<file path="src/rtl/neopixel_pkg.sv">
// Shared types and constants for the NeoPixel frame source and colour wheel.
package neopixel_pkg;

  localparam int GRB_W = 24;
  localparam logic [7:0] WHEEL_SEG  = 8'd85;
  localparam logic [7:0] WHEEL_SEG2 = 8'd170;

  typedef struct packed {
    logic [7:0] g;
    logic [7:0] r;
    logic [7:0] b;
  } pixel_t;

  typedef enum logic [1:0] {
    WAIT_TICK,
    STREAM,
    WAIT_LATCH
  } state_t;

  // (c * (b + 1)) >> 8: b=255 is identity, b=0 blanks the channel.
  function automatic logic [7:0] scale_chan(input logic [7:0] c, input logic [7:0] b);
    logic [15:0] prod;
    prod = {8'd0, c} * ({8'd0, b} + 16'd1);
    return prod[15:8];
  endfunction

endpackage

</file>
<file path="src/rtl/neopixel_frame_source_if.sv">
// Valid/ready pixel stream from an animation source to the WS2812 serializer.
interface neopixel_frame_source_if;
  import neopixel_pkg::*;

  logic             pix_valid;
  logic             pix_ready;
  logic [GRB_W-1:0] pix_data;
  logic             pix_first;
  logic             pix_last;

  modport master (output pix_valid, pix_data, pix_first, pix_last, input pix_ready);
  modport slave  (input pix_valid, pix_data, pix_first, pix_last, output pix_ready);
endinterface

</file>
<file path="src/rtl/neopixel_color_wheel.sv">
// Combinational rainbow wheel: three 85-step ramps mapping hue[7:0] to GRB.
module neopixel_color_wheel
  import neopixel_pkg::*;
(
  input  logic [7:0] hue_i,
  output pixel_t     pix_o
);

  logic [7:0] k;
  logic [7:0] up;
  logic [7:0] down;

  always_comb begin
    if (hue_i < WHEEL_SEG) begin
      k = hue_i;
    end else if (hue_i < WHEEL_SEG2) begin
      k = hue_i - WHEEL_SEG;
    end else begin
      k = hue_i - WHEEL_SEG2;
    end
    up   = (k << 1) + k;
    down = 8'd255 - up;
  end

  always_comb begin
    pix_o = '0;
    if (hue_i < WHEEL_SEG) begin
      pix_o.r = down;
      pix_o.g = up;
    end else if (hue_i < WHEEL_SEG2) begin
      pix_o.g = down;
      pix_o.b = up;
    end else begin
      pix_o.r = up;
      pix_o.b = down;
    end
  end

endmodule

</file>
<file path="src/rtl/neopixel_frame_source.sv">
// Paces rainbow frames from a cycle divider and streams NUM_LEDS GRB words per frame.
// Optional NEOPIXEL_BRIGHTNESS_EN adds a brightness[7:0] input scaling every channel.
module neopixel_frame_source
  import neopixel_pkg::*;
#(
  parameter int NUM_LEDS    = 8,
  parameter int FRAME_DIV   = 416667,
  parameter int HUE_STEP    = 1,
  parameter int HUE_SPACING = 32
) (
  input  logic clk,
  input  logic rst,
  input  logic run,
  input  logic latch_done,
`ifdef NEOPIXEL_BRIGHTNESS_EN
  input  logic [7:0] brightness,
`endif
  neopixel_frame_source_if.master pix
);

  localparam int DIV_W = $clog2(FRAME_DIV);
  localparam int IDX_W = (NUM_LEDS > 1) ? $clog2(NUM_LEDS) : 1;
  localparam logic [DIV_W-1:0] DIV_LAST = DIV_W'(FRAME_DIV - 1);
  localparam logic [IDX_W-1:0] IDX_LAST = IDX_W'(NUM_LEDS - 1);
  localparam logic [7:0]       STEP8    = 8'(HUE_STEP);
  localparam logic [7:0]       SPACING8 = 8'(HUE_SPACING);

  state_t           state_q, state_d;
  logic [DIV_W-1:0] div_cnt_q, div_cnt_d;
  logic             tick_pending_q, tick_pending_d;
  logic [7:0]       base_hue_q, base_hue_d;
  logic [IDX_W-1:0] idx_q, idx_d;
  logic             valid_q, valid_d;
  logic             first_q, first_d;
  logic             last_q, last_d;
  pixel_t           data_q, data_d;

  logic             tick;
  logic             start;
  logic [IDX_W-1:0] load_idx;
  logic [7:0]       load_hue;
  pixel_t           wheel_pix;
  pixel_t           load_pix;

  assign tick  = (div_cnt_q == DIV_LAST);
  assign start = (state_q == WAIT_TICK) && tick_pending_q && run;

  // Hue of the word about to be registered, so each handshake reloads without a stall.
  assign load_idx = start ? '0 : idx_q + 1'b1;
  assign load_hue = base_hue_q + 8'(load_idx) * SPACING8;

  neopixel_color_wheel u_wheel (
    .hue_i (load_hue),
    .pix_o (wheel_pix)
  );

`ifdef NEOPIXEL_BRIGHTNESS_EN
  assign load_pix.g = scale_chan(wheel_pix.g, brightness);
  assign load_pix.r = scale_chan(wheel_pix.r, brightness);
  assign load_pix.b = scale_chan(wheel_pix.b, brightness);
`else
  assign load_pix = wheel_pix;
`endif

  always_comb begin
    state_d        = state_q;
    base_hue_d     = base_hue_q;
    idx_d          = idx_q;
    valid_d        = valid_q;
    first_d        = first_q;
    last_d         = last_q;
    data_d         = data_q;
    div_cnt_d      = tick ? '0 : div_cnt_q + 1'b1;
    tick_pending_d = tick ? 1'b1 : (start ? 1'b0 : tick_pending_q);

    unique case (state_q)
      WAIT_TICK: begin
        if (start) begin
          state_d = STREAM;
          valid_d = 1'b1;
          idx_d   = load_idx;
          first_d = 1'b1;
          last_d  = (load_idx == IDX_LAST);
          data_d  = load_pix;
        end
      end
      STREAM: begin
        if (valid_q && pix.pix_ready) begin
          if (idx_q == IDX_LAST) begin
            state_d = WAIT_LATCH;
            valid_d = 1'b0;
            first_d = 1'b0;
            last_d  = 1'b0;
          end else begin
            idx_d   = load_idx;
            first_d = 1'b0;
            last_d  = (load_idx == IDX_LAST);
            data_d  = load_pix;
          end
        end
      end
      WAIT_LATCH: begin
        if (latch_done) begin
          base_hue_d = base_hue_q + STEP8;
          state_d    = WAIT_TICK;
        end
      end
      default: state_d = WAIT_TICK;
    endcase
  end

  always_ff @(posedge clk) begin
    if (rst) begin
      state_q        <= WAIT_TICK;
      div_cnt_q      <= '0;
      tick_pending_q <= 1'b0;
      base_hue_q     <= '0;
      idx_q          <= '0;
      valid_q        <= 1'b0;
      first_q        <= 1'b0;
      last_q         <= 1'b0;
      data_q         <= '0;
    end else begin
      state_q        <= state_d;
      div_cnt_q      <= div_cnt_d;
      tick_pending_q <= tick_pending_d;
      base_hue_q     <= base_hue_d;
      idx_q          <= idx_d;
      valid_q        <= valid_d;
      first_q        <= first_d;
      last_q         <= last_d;
      data_q         <= data_d;
    end
  end

  assign pix.pix_valid = valid_q;
  assign pix.pix_data  = data_q;
  assign pix.pix_first = first_q;
  assign pix.pix_last  = last_q;

endmodule
</file>
<file path="src/flat_wrapper.sv">
// flat-port wrapper written by rule: the top's interface ports become plain ports
module neopixel_frame_source_flat import neopixel_pkg::*;
#(
  parameter int NUM_LEDS    = 8,
  parameter int FRAME_DIV   = 416667,
  parameter int HUE_STEP    = 1,
  parameter int HUE_SPACING = 32
)
  (clk, rst, run, latch_done, pix_pix_valid, pix_pix_data, pix_pix_first, pix_pix_last, pix_pix_ready);
  neopixel_frame_source_if pix_i ();
  input  logic clk;
  input  logic rst;
  input  logic run;
  input  logic latch_done;
  output wire logic [$bits(pix_i.pix_valid)-1:0] pix_pix_valid;
  output wire logic [$bits(pix_i.pix_data)-1:0] pix_pix_data;
  output wire logic [$bits(pix_i.pix_first)-1:0] pix_pix_first;
  output wire logic [$bits(pix_i.pix_last)-1:0] pix_pix_last;
  input wire logic [$bits(pix_i.pix_ready)-1:0] pix_pix_ready;
  assign pix_pix_valid = pix_i.pix_valid;
  assign pix_pix_data = pix_i.pix_data;
  assign pix_pix_first = pix_i.pix_first;
  assign pix_pix_last = pix_i.pix_last;
  assign pix_i.pix_ready = pix_pix_ready;
  neopixel_frame_source #(.NUM_LEDS(NUM_LEDS), .FRAME_DIV(FRAME_DIV), .HUE_STEP(HUE_STEP), .HUE_SPACING(HUE_SPACING)) u_core (.clk(clk), .rst(rst), .run(run), .latch_done(latch_done), .pix(pix_i));
endmodule
</file>
<file path="config.mk">
export PLATFORM = sky130hd
export DESIGN_NAME = neopixel_frame_source_flat
export DESIGN_NICKNAME = d
export VERILOG_FILES = /design/src/rtl/neopixel_pkg.sv /design/src/rtl/neopixel_frame_source_if.sv /design/src/rtl/neopixel_color_wheel.sv /design/src/rtl/neopixel_frame_source.sv /design/src/flat_wrapper.sv
export SDC_FILE = /design/constraint.sdc
export NUM_CORES = 1
export LEC_CHECK = 0
export BUFFER_PORTS_ARGS = -buffer_cell sky130_fd_sc_hd__buf_4
export CORE_ASPECT_RATIO = 0.5
export CORE_UTILIZATION = 45
export CTS_BUF_LIST = sky130_fd_sc_hd__clkbuf_4 sky130_fd_sc_hd__clkbuf_8 sky130_fd_sc_hd__clkbuf_16
export DETAILED_ROUTE_END_ITERATION = 10
export PLACE_DENSITY_LB_ADDON = 0.25
export SYNTH_ARGS = -nofsm -noshare
export SYNTH_HDL_FRONTEND = slang
export SYNTH_SLANG_ARGS = --single-unit
</file>
<file path="constraint.sdc">
create_clock -name clk -period 6.1 [get_ports clk]
set_input_delay 1.525 -clock clk [delete_from_list [all_inputs] [get_ports clk]]
set_output_delay 1.525 -clock clk [all_outputs]
set_load 0.01 [all_outputs]
</file>
==> qor.yml <==
core_sq_mm: 0.00746
final_nets: 495
totalPowerFinal_mw: 0.963
antenna_found_initial: 0
dp_hpwl_um: 5460
overflow: 0
critPathMaxFanout: 12
setup_slack_ns: 0.529
htreeDepth: 3
antenna_left: 0
row_count: 22
design_area_sq_mm: 0.00422
seq_area_frac_synth_pct: 33.9
endpoint: "u_core.pix.pix_data[15]$_SDFFE_PP0P_"
cts_tree: "built"
ios: 32
grt_pass1_vias: 2749
setup_viol: 0
switching_share_pct: 20.3
power_switching_mw: 0.195
cp-startpoint: "run"
cts.repair.resized: 0
cts-root-buf: "clkbuf_16"
pre_cts_ws_ns: 0.209
syn_area_per_cell_sq_um: 8.26
slew_headroom_pct: 58.6
path_buf_inv: 4
reg2reg_from: "u_core.state_q[0]$_SDFFE_PP0P_"
worst_r2r_endpoint: "u_core.pix.pix_data[15]$_SDFFE_PP0P_"
grt_max_degree: 37
fin_setup_tns_ns: 0
synth_edf_count: 0
drtIter0Drc: 193
cellPowerDensity_mw_per_mm2: 228
cts.clk_slew.worst_paths_ns: 0.05
vias_per_cell: 5.22
critPathLaunchType: "input port"
timing.fmax_mhz: 180
drc: 0
worstRegToRegCells: 22
routedWlPerCell_um: 13.5
criticalPathCategory: "in2reg"
power.share.sequential_pct: 41.2
pwr-share-comb_pct: 1.7
multi_input_area_sq_mm: 0.00217
path_cells: "buf_4 > nand4bb_4 > nor2b_1 > ha_1 > ha_1 > a31oi_4 > xnor3_2 > nand2_4 > inv_2 > nor2_2 > xnor2_1 > ha_1 > inv_1 > fa_1 > o31ai_1 > a2111oi_0 > o31ai_1 > inv_1 > ha_1 > nor2_1 > nor2_1 > o21ai_0 > a21oi_1"
place_area_sq_mm: 0.00389
path_delay_family: "adder cells"
cp.depth: 23
holdWs_ns: 0.452
diodes: 0
skew_ns: 0.00480
maxCapViolations: 0
post-route-period-util_pct: 91.3
initial_core_util_pct: 47.5
first_pass_iters: 4
synth_ff_type: "dfxtp_1"
routed_wl_um: 7780
cts-buffers-inserted: 9
worstPathArrival_ns: 5.77
crit_required_ns: 6.30
p_clk_share_pct: 57.1
syn_to_final_growth_pct: 19.1
cts_hold_buf: 0
synth_cell_types: 56
clockBufferDepth: 2
final-hold-violation-count: 0
critPathMaxStageDelay_ns: 0.45
synthArstFlopShare_pct: 0
hold_class: "reg2reg"
power.internal_mw: 0.768
cts_sinks: 60
drive_gt1_share_pct: 14.6
p_leak_nw: 1.78
yosysWarningCount: 0
dieArea_sq_mm: 0.00825
endpoint_kind: "register"
vias: 2997
syn-instance-count: 429
fp.dieW_um: 127
drv_slew: 0
regArea_sq_mm: 0.00120
status: "finished clean"
cpMostUsedCell: "ha_1"
place.gp.congestion: 0.868
critical_path.slowest_cell: "xnor3_2"
tightest_slew_ns: 0.619
clk_latency_ns: 0.33
numPortBuffers: 31
syn_area_sq_mm: 0.00354
post_cts_buffers: 0
period_minus_slack_ns: 5.57
ys_ff_latch: 60
grt_pass1_wl_um: 13200
die_h_um: 64.7
grt_setup_unrepaired: "false"
fillers: 659
track_usage_pct: 20.7
synth_nets: 463
ir_worst_vdd_uv: 184
reg2reg_setup_slack_ns: 1.34
==> power groups by stage <==
stage | clock [mW] | sequential (mW) | combinational, mW
after floorplan | 0 | 0.405 | 0.00969
after global placement | 0 | 0.405 | 0.0157
after detailed placement | 0 | 0.405 | 0.0159
after CTS | 0.559 | 0.397 | 0.0160
after global routing | 0.579 | 0.397 | 0.0177
final | 0.550 | 0.397 | 0.0159
==> stage by stage <==
stage | std cells | utilization, %
after floorplan | 429 | -
after global placement | 558 | 52.2
after detailed placement | 558 | 52.2
after CTS | 574 | 56.6
after global routing | 574 | 56.6
final | 574 | 56.6
==> registers in the layout, indices dropped and copies added, names as in the netlist <==
name                   cells
u_core.pix.pix_last        1
u_core.state_q             2
u_core.pix.pix_valid       1
u_core.idx_q               3
u_core.pix.pix_first       1
u_core.div_cnt_q          19
u_core.base_hue_q          8
u_core.pix.pix_data       24
u_core.tick_pending_q      1
==> synth_stat cells, drive strengths merged (6+ instances only) <==
master	number	share of area (%)
dfxtp	60	34
nor2	56	6.2
nand2	47	5.2
a21oi	35	5.1
ha	28	9.9
inv	24	2.5
nand3	23	3.2
xnor2	20	4.9
o21ai	18	2.5
xor2	15	3.7
clkbuf	14	1.5
nor3	8	1.1
nand4	7	1.2
a211oi	6	1.3
a31oi	6	1.9
==> area by class of cell <==
class / instances / area share, %
inverter: 25 / 2.22
timing repair buffer: 39 / 6.94
clock buffer: 10 / 5.66
multi-input combinational: 326 / 51.5
sequential: 60 / 28.5
clock inverter: 6 / 2.05
tap: 108 / 3.20
==> placed cells by master (no fill, tap or decap), drive strengths merged, types with 4 or more instances in the layout <==
cell type  Yosys  layout
nor2          56      56
mux2i          5       5
inv           24      25
nor3           8       8
nand3         23      23
nand4          7       7
o21ai         18      18
clkbuf        14      10
a21o           4       4
or3            4       4
buf            4      39
xor2          15      15
a211oi         6       6
a21oi         35      35
nand2         47      47
xnor2         20      20
ha            28      28
dfxtp         60      60
a31oi          6       6
==> kinds of logic (layout without fill, tap and decap cells) <==
family	Yosys count	in the layout	synth area share [%]
and+or+nand+nor	165	165	22.4
DFF	60	60	33.9
AOI/OAI and AO/OA	89	89	16.8
xor gates and xnor gates	37	37	9.96
adders and majority gates	29	29	10.5
buffers and inverters	43	80	4.77
muxes	6	6	1.73
==> worst min-delay path by stage <==
stage,from,endpoint,depth (start not counted)
2_1_floorplan,u_core.div_cnt_q[0]$_SDFF_PP0_,u_core.div_cnt_q[0]$_SDFF_PP0_,1
3_3_place_gp,u_core.pix.pix_data[1]$_SDFFE_PP0P_,u_core.pix.pix_data[1]$_SDFFE_PP0P_,2
3_5_place_dp,u_core.pix.pix_data[1]$_SDFFE_PP0P_,u_core.pix.pix_data[1]$_SDFFE_PP0P_,2
4_1_cts,u_core.pix.pix_first$_SDFFE_PP0P_,u_core.pix.pix_first$_SDFFE_PP0P_,2
5_1_grt,u_core.pix.pix_data[1]$_SDFFE_PP0P_,u_core.pix.pix_data[1]$_SDFFE_PP0P_,2
6_report,u_core.pix.pix_data[1]$_SDFFE_PP0P_,u_core.pix.pix_data[1]$_SDFFE_PP0P_,2
==> layer usage <==
metal / GRT usage [%] / part of all wire, %
met3: 6.28 / 4.9
met4: 6.25 / 0.75
met5: 0 / 0
met2: 31.6 / 44
met1: 28.0 / 50
==> worst min-delay path, cell delays in order (launching register included) <==
cell     delay, ns
dfxtp_1       0.30
nand2_1       0.05
a21oi_1       0.05
Power figures use the tool's default switching activity.
